--- config.mk ---
export PLATFORM = sky130hd
export DESIGN_NAME = updown_buttons
export DESIGN_NICKNAME = d
export VERILOG_FILES = /design/src/rtl/updown_buttons.sv
export SDC_FILE = /design/constraint.sdc
export NUM_CORES = 1
export LEC_CHECK = 0
export BUFFER_PORTS_ARGS = -buffer_cell sky130_fd_sc_hd__buf_2
export CAP_MARGIN = 20
export CORE_AREA = 3 3 95 97
export DETAILED_ROUTE_END_ITERATION = 12
export DIE_AREA = 0 0 98 100
export MAX_ROUTING_LAYER = met4
export PLACE_DENSITY = 0.61
export SYNTH_ARGS = -nofsm -noshare
export SYNTH_HDL_FRONTEND = slang
export SYNTH_SLANG_ARGS = --single-unit
--- constraint.sdc ---
create_clock -name clk -period 2.6 [get_ports clk]
set_clock_uncertainty 0.1 [all_clocks]
set_input_delay 0.52 -clock clk [delete_from_list [all_inputs] [get_ports clk]]
set_output_delay 0.52 -clock clk [all_outputs]
set_load 0.005 [all_outputs]
--- src/rtl/updown_buttons.sv ---
// ============================================================================
// Module      : updown_buttons
// Description : Synchronizes and debounces two push-buttons and emits single
//               inc/dec pulses per press, with delayed auto-repeat on hold.
// Revision    : 1.0 - initial release
// ============================================================================
`default_nettype none

module updown_buttons #(
  parameter int DEBOUNCE_CYCLES = 4,
  parameter int REPEAT_DELAY    = 16,
  parameter int REPEAT_RATE     = 4
) (
  input  logic clk,
  input  logic rst,
  input  logic btn_up,
  input  logic btn_dn,
  output logic inc,
  output logic dec,
  output logic up_db,
  output logic dn_db
);

  localparam logic [15:0] c_DB_LAST = 16'(DEBOUNCE_CYCLES - 1);
  localparam logic [15:0] c_DELAY   = 16'(REPEAT_DELAY);
  localparam logic [15:0] c_RATE    = 16'(REPEAT_RATE);

  typedef enum logic [1:0] {
    S_IDLE   = 2'd0,
    S_DELAY  = 2'd1,
    S_REPEAT = 2'd2
  } state_t;

  logic [1:0] w_raw;
  logic [1:0] w_db;

  assign w_raw = {btn_dn, btn_up};

  // Index 0 is the up button, index 1 the down button.
  for (genvar i = 0; i < 2; i++) begin : g_btn
    logic        r_s1;
    logic        r_s2;
    logic        r_db;
    logic [15:0] r_cnt;

    always_ff @(posedge clk or posedge rst) begin
      if (rst) begin
        r_s1  <= 1'b0;
        r_s2  <= 1'b0;
        r_db  <= 1'b0;
        r_cnt <= '0;
      end else begin
        r_s1 <= w_raw[i];
        r_s2 <= r_s1;
        if (r_s2 == r_db) begin
          r_cnt <= '0;
        end else if (r_cnt == c_DB_LAST) begin
          r_db  <= ~r_db;
          r_cnt <= '0;
        end else begin
          r_cnt <= r_cnt + 16'd1;
        end
      end
    end

    assign w_db[i] = r_db;
  end

  logic   w_up_req;
  logic   w_dn_req;
  logic   w_dir_req;
  state_t r_state;
  state_t w_state_nxt;
  logic   r_dir;
  logic   w_dir_nxt;
  logic [15:0] r_timer;
  logic [15:0] w_timer_nxt;
  logic   r_inc;
  logic   r_dec;
  logic   w_inc_nxt;
  logic   w_dec_nxt;

  assign w_up_req  = w_db[0] & ~w_db[1];
  assign w_dn_req  = w_db[1] & ~w_db[0];
  // r_dir: 0 = up, 1 = down
  assign w_dir_req = r_dir ? w_dn_req : w_up_req;

  always_ff @(posedge clk or posedge rst) begin
    if (rst) begin
      r_state <= S_IDLE;
      r_dir   <= 1'b0;
      r_timer <= '0;
      r_inc   <= 1'b0;
      r_dec   <= 1'b0;
    end else begin
      r_state <= w_state_nxt;
      r_dir   <= w_dir_nxt;
      r_timer <= w_timer_nxt;
      r_inc   <= w_inc_nxt;
      r_dec   <= w_dec_nxt;
    end
  end

  always_comb begin
    w_state_nxt = r_state;
    w_dir_nxt   = r_dir;
    w_timer_nxt = r_timer;
    w_inc_nxt   = 1'b0;
    w_dec_nxt   = 1'b0;
    case (r_state)
      S_IDLE: begin
        if (w_up_req) begin
          w_inc_nxt   = 1'b1;
          w_dir_nxt   = 1'b0;
          w_timer_nxt = c_DELAY;
          w_state_nxt = S_DELAY;
        end else if (w_dn_req) begin
          w_dec_nxt   = 1'b1;
          w_dir_nxt   = 1'b1;
          w_timer_nxt = c_DELAY;
          w_state_nxt = S_DELAY;
        end
      end
      S_DELAY, S_REPEAT: begin
        // Any loss of the latched request returns to IDLE without a pulse.
        if (!w_dir_req) begin
          w_state_nxt = S_IDLE;
        end else if (r_timer == 16'd1) begin
          w_inc_nxt   = ~r_dir;
          w_dec_nxt   = r_dir;
          w_timer_nxt = c_RATE;
          w_state_nxt = S_REPEAT;
        end else begin
          w_timer_nxt = r_timer - 16'd1;
        end
      end
      default: w_state_nxt = S_IDLE;
    endcase
  end

  assign inc   = r_inc;
  assign dec   = r_dec;
  assign up_db = w_db[0];
  assign dn_db = w_db[1];

endmodule

`default_nettype wire

== After elaboration in Yosys (flattened, before gate mapping) ==
Index checks and enable logic that the tools add are counted.

* Bits of input ports: 4
* Flip-flop bits (word level): 59
* Output and inout bits: 4

* Eq/ne operators: 10
* Bitwise logic cells: 7
* Add/subtract/negate cells: 3
* Reduce and logical (&&, ||, !) cells: 9
* Muxes and demuxes: 26

{| class="wikitable"
|+ Operators by type and width
! kind !! count
|-
| two-way mux 16 bit || 8
|-
| adder 16 x 1 -> 16 bit, second input constant || 2
|-
| equality test 16 x 2 -> 1 bit, second input constant || 2
|-
| case mux 16 bit (2 select lines) || 1
|-
| equality test 16 x 1 -> 1 bit, second input constant || 1
|-
| subtractor 16 x 1 -> 16 bit, second input constant || 1
|-
| two-way mux 1 bit || 10
|-
| two-way mux 2 bit || 4
|-
| AND reduction 2 bit || 4
|-
| != test 3 bit, second input constant || 2
|-
| inverter 1 bit || 5
|-
| case mux 1 bit (2 select lines) || 2
|-
| case mux 2 bit (2 select lines) || 1
|-
| nonzero test 2 bit || 2
|-
| AND reduction 3 bit || 1
|-
| AND 1 bit || 2
|-
| equality test 1 bit || 2
|-
| equality test 2 x 1 -> 1 bit, second input constant || 1
|-
| equality test 2 bit, second input constant || 1
|-
| zero test 2 bit || 1
|-
| != test 2 bit, second input constant || 1
|-
| OR reduction 2 bit || 1
|}

== Longest topological paths before layout ==
* Depth after elaboration: 5
* Gate-level depth with buffers: 8
* Depth with buffers taken out: 7

== Least setup slack after synthesis ==
Ideal clock, no wire load.

* Path type: register to register
* Start point: reg r_timer[1]
* End point: reg r_timer[0]
* Data required time: 2375 ps
* Period minus slack after synthesis: 2206 ps
* Buffers on the path: 0
* Data arrival time: 1981 ps
* Stages on the path, launching flop included: 7
* Setup slack: 394 ps
* Cell sequence: dfrtp_1 > inv_1 > ha_1 > or4b_4 > o41ai_4 > nor2_4 > mux2_4

* Longest elaborated chain between the ends: 4

{| class="wikitable"
|+ Ends and longest elaborated chain
! what !! RTL line !! text
|-
| start, declared || 76 || <nowiki>logic [15:0] r_timer;</nowiki>
|-
| start signal, assigned || 98 || <nowiki>r_timer <= w_timer_nxt;</nowiki>
|-
| equality test 16 x 1 -> 1 bit || 128 || <nowiki>end else if (r_timer == 16'd1) begin</nowiki>
|-
| two-way mux 16 bit || 128 ||
|-
| two-way mux 16 bit || 126 || <nowiki>if (!w_dir_req) begin</nowiki>
|-
| case mux 16 bit (2 select lines) || 110 || <nowiki>case (r_state)</nowiki>
|}

Every way passes these cells. The select of a mux whose other input is x is not followed.
A chain may end at the register's enable or synchronous reset.

== Worst setup path in the final report ==
* Start point: reg r_timer[1]
* End point: reg r_timer[14]

* Longest elaborated chain between the ends: 4
* Elaborated cells between the ends (all ways): 5

{| class="wikitable"
|+ Ends and longest elaborated chain
! what !! RTL line
|-
| subtractor 16 x 1 -> 16 bit / equality test 16 x 1 -> 1 bit (equally long branches) || 134, 128
|-
| two-way mux 16 bit * || 128
|-
| two-way mux 16 bit * || 126
|-
| case mux 16 bit (2 select lines) * || 110
|}

Mark *: on every way between the ends. The rest lies on a longest branch, timed or not. The select of a mux whose other input is x is not followed.

==> reports/metrics.cfg <==
[global_routing]
grt_max_degree = 60
grt_pass1_wl_mm = 9.54
antenna_found_initial = 0
grt_pass1_vias = 2126
grt_util_all_layers_pct = 12.3
overflow = 0

[route]
num_vias = 2122
vias_per_cell = 4.98
wl_mm = 5.22
drtPass1Iterations = 4
drtIter0Drc = 62
wire_per_inst_um = 12.3
postRouteAntennaNets = 0
drc = 0

[yosys]
synth_area_um2 = 2960
ys.flop_type = dfrtp_1
syn_area_per_cell_um2 = 9.83
synth-async-reset-ratio_pct = 100
synth_edf_count = 0
ys_ff_latch = 59
synthDistinctLibCells = 44
yosysTopAreaCell = dfrtp_1
syn_nets = 313
ys_seq_area_share_pct = 49.9
synth_area_leaders = dfrtp_1 (50%), nor2_1 (5.6%), xor2_1 (4.4%)
yosysWarnings = 0
syn_inst = 301
synth_top_area_share_pct = 49.9

[floorplanning]
die_y_um = 100
die-area_um2 = 9800
pin_count = 8
start_util_pct = 36.0
num_rows = 33
core_area_um2 = 8220
die_w_um = 98

[worst_setup_path]
critical_path_buf_inv_count = 2
crit_top_cell = o21ai_0
crit_path_start = r_timer[1]
endpoint_kind = flop
crit_chain = inv_1, ha_1, or4b_4, o41ai_4, buf_4, a21oi_1, o21ai_0, o21ai_0
cp_max_fo = 8
crit_family = compound AO/OA/AOI/OAI gates
crit_type = flop to flop
r2r_start = r_timer[1]
cp_slowest_cell = or4b_4
worstPathArrival_ns = 2.42
cp-start-kind = flop
cp_data_required_time_ns = 2.70
max_stage_delay_ns = 0.49

[clock_network]
cts-hold-fix-buffers = 0
cts.root.buffer_cell = clkbuf_8
cts_made_buffers = 9
cts_buffer_depth = 2
clkLatencyLatePin_ns = 0.33
clk_pin_slew_ns = 0.07
h-tree-depth = 3
numClockSinks = 59
cts_tree = built
ctsResizeCount = 0
cts_setup_buffers = 0

[final_layout]
fin_nets = 328
area_delta_synth_final_pct = 13.7
fin_cells = 426
finish.instance_area_um2 = 3360
final_util_pct = 40.9
drive_gt1_share_pct = 12.1
antennaDiodeCount = 0

[sta]
timing.fmax_ghz = 0.432
drv_slew = 0
timing.slew.headroom_pct = 51.6
tns_ns = 0
rsz0062_at_grt = no
period_minus_slack_ns = 2.31
holdWs_ns = 0.202
finalCritPeriodShare_pct = 89.0
hold_viol = 0
timing.final.setup_violations = 0
worst_pin_slew_ns = 0.726

[placed_design]
dpl_cell_area_um2 = 3120
dp_hpwl_mm = 3.56
dp_cells = 410
routabilityCongestion = 0.879
port_buffers = 7

[power_and_ir_drop]
leakage_nw = 1.44
cellPowerDensity_nw_per_um2 = 1020
peakVddDrop_uv = 675

[min_path]
min_from = btn_up
holdCritPathClass = input pin to flop

[flow_run]
cap_violations = 0

[run_status]
status = completed

## cell families after synthesis
logic type / Yosys count / share of synthesized area (%)
AND/OR/NAND/NOR: 135 / 23.8
flip-flops: 59 / 49.9
AO/OA/AOI/OAI: 45 / 9.77
XOR/XNOR: 29 / 8.58
buffers and inverters: 21 / 2.92
adder cells (fa/ha/maj): 8 / 3.38
multiplexers: 4 / 1.61
## layout make-up
type	count	area, um^2
Inverter	14	52.6
Timing Repair Buffer	11	65.1
Clock buffer	11	141
Tap cell	105	131
Multi-Input combinational cell	221	1400
Clock inverter	5	100
Fill cell	782	4850
Sequential cell	59	1480
## where the power goes
| part | internal, W | leakage [nW] | switching [W] |
|---|---|---|---|
| sequential | 0.00109 | 0.789 | 0.000170 |
| clock | 0.000660 | 0.123 | 0.000343 |
| combinational | 0.000465 | 0.528 | 0.000693 |
| total | 0.00221 | 1.44 | 0.00121 |
## per-stage QoR
| stage | power (W) | setup WS, ns |
|---|---|---|
| global placement | 0.00243 | 0.341 |
| global route | 0.00369 | 0.0519 |
| floorplan | 0.00216 | 0.394 |
| detailed placement | 0.00243 | 0.286 |
| CTS | 0.00346 | 0.282 |
| finish | 0.00342 | 0.286 |
## final timing paths
check | slack, ns | cells past startpoint | end
worst max-delay path | 0.29 | 8 | r_timer[14]
worst min-delay path | 0.20 | 1 | g_btn[0].r_s1
worst max register to register | 0.29 | 8 | r_timer[14]
worst min register to register | 0.26 | 0 | g_btn[0].r_s2
max in group asynchronous | 1.62 | 3 | r_timer[10]
min in group asynchronous | 0.28 | 3 | g_btn[0].r_cnt[10]
## cell usage in the layout (no fill, tap or decap), types with 5 or more instances in the layout
| cell | instances |
|---|---|
| a21oi_1 | 12 |
| a31oi_1 | 5 |
| buf_2 | 7 |
| clkbuf_8 | 10 |
| dfrtp_1 | 59 |
| ha_1 | 8 |
| inv_1 | 13 |
| nand2_1 | 21 |
| nand3_1 | 13 |
| nand4_1 | 9 |
| nor2_1 | 44 |
| nor3_1 | 8 |
| nor4_1 | 9 |
| o21ai_0 | 15 |
| xnor2_1 | 14 |
| xor2_1 | 15 |
## metal layers
metal | vias up | track usage (%) | wire length, um
met4 | 0 | 4.90 | 70
li1 | 1093 | - | -
met1 | 990 | 15.2 | 2550
met5 | - | - | 0
met2 | 32 | 18.3 | 2410
met3 | 7 | 4.31 | 186
## flip-flops by register name, indices dropped and copies added, names as in the netlist
signal and flops:
g_btn.r_s2 2, r_timer 16, g_btn.r_cnt 32, r_state 2
up_db 1, inc 1, dec 1, dn_db 1
g_btn.r_s1 2, r_dir 1
## cells in the mapped netlist (3+ instances only)
| cell | count |
|---|---|
| o31ai_1 | 4 |
| a21oi_1 | 12 |
| inv_1 | 14 |
| nand2b_1 | 4 |
| and3_1 | 4 |
| clkbuf_1 | 6 |
| nand4_1 | 9 |
| dfrtp_1 | 59 |
| or3_1 | 4 |
| nor2_1 | 44 |
| nand3_1 | 13 |
| o21ai_0 | 15 |
| nor4_1 | 9 |
| xnor2_1 | 14 |
| nor3b_1 | 3 |
| xor2_1 | 15 |
| nand2_1 | 21 |
| a31oi_1 | 5 |
| ha_1 | 8 |
| nor3_1 | 8 |
| or4_1 | 3 |
Power figures use the tool's default switching activity.
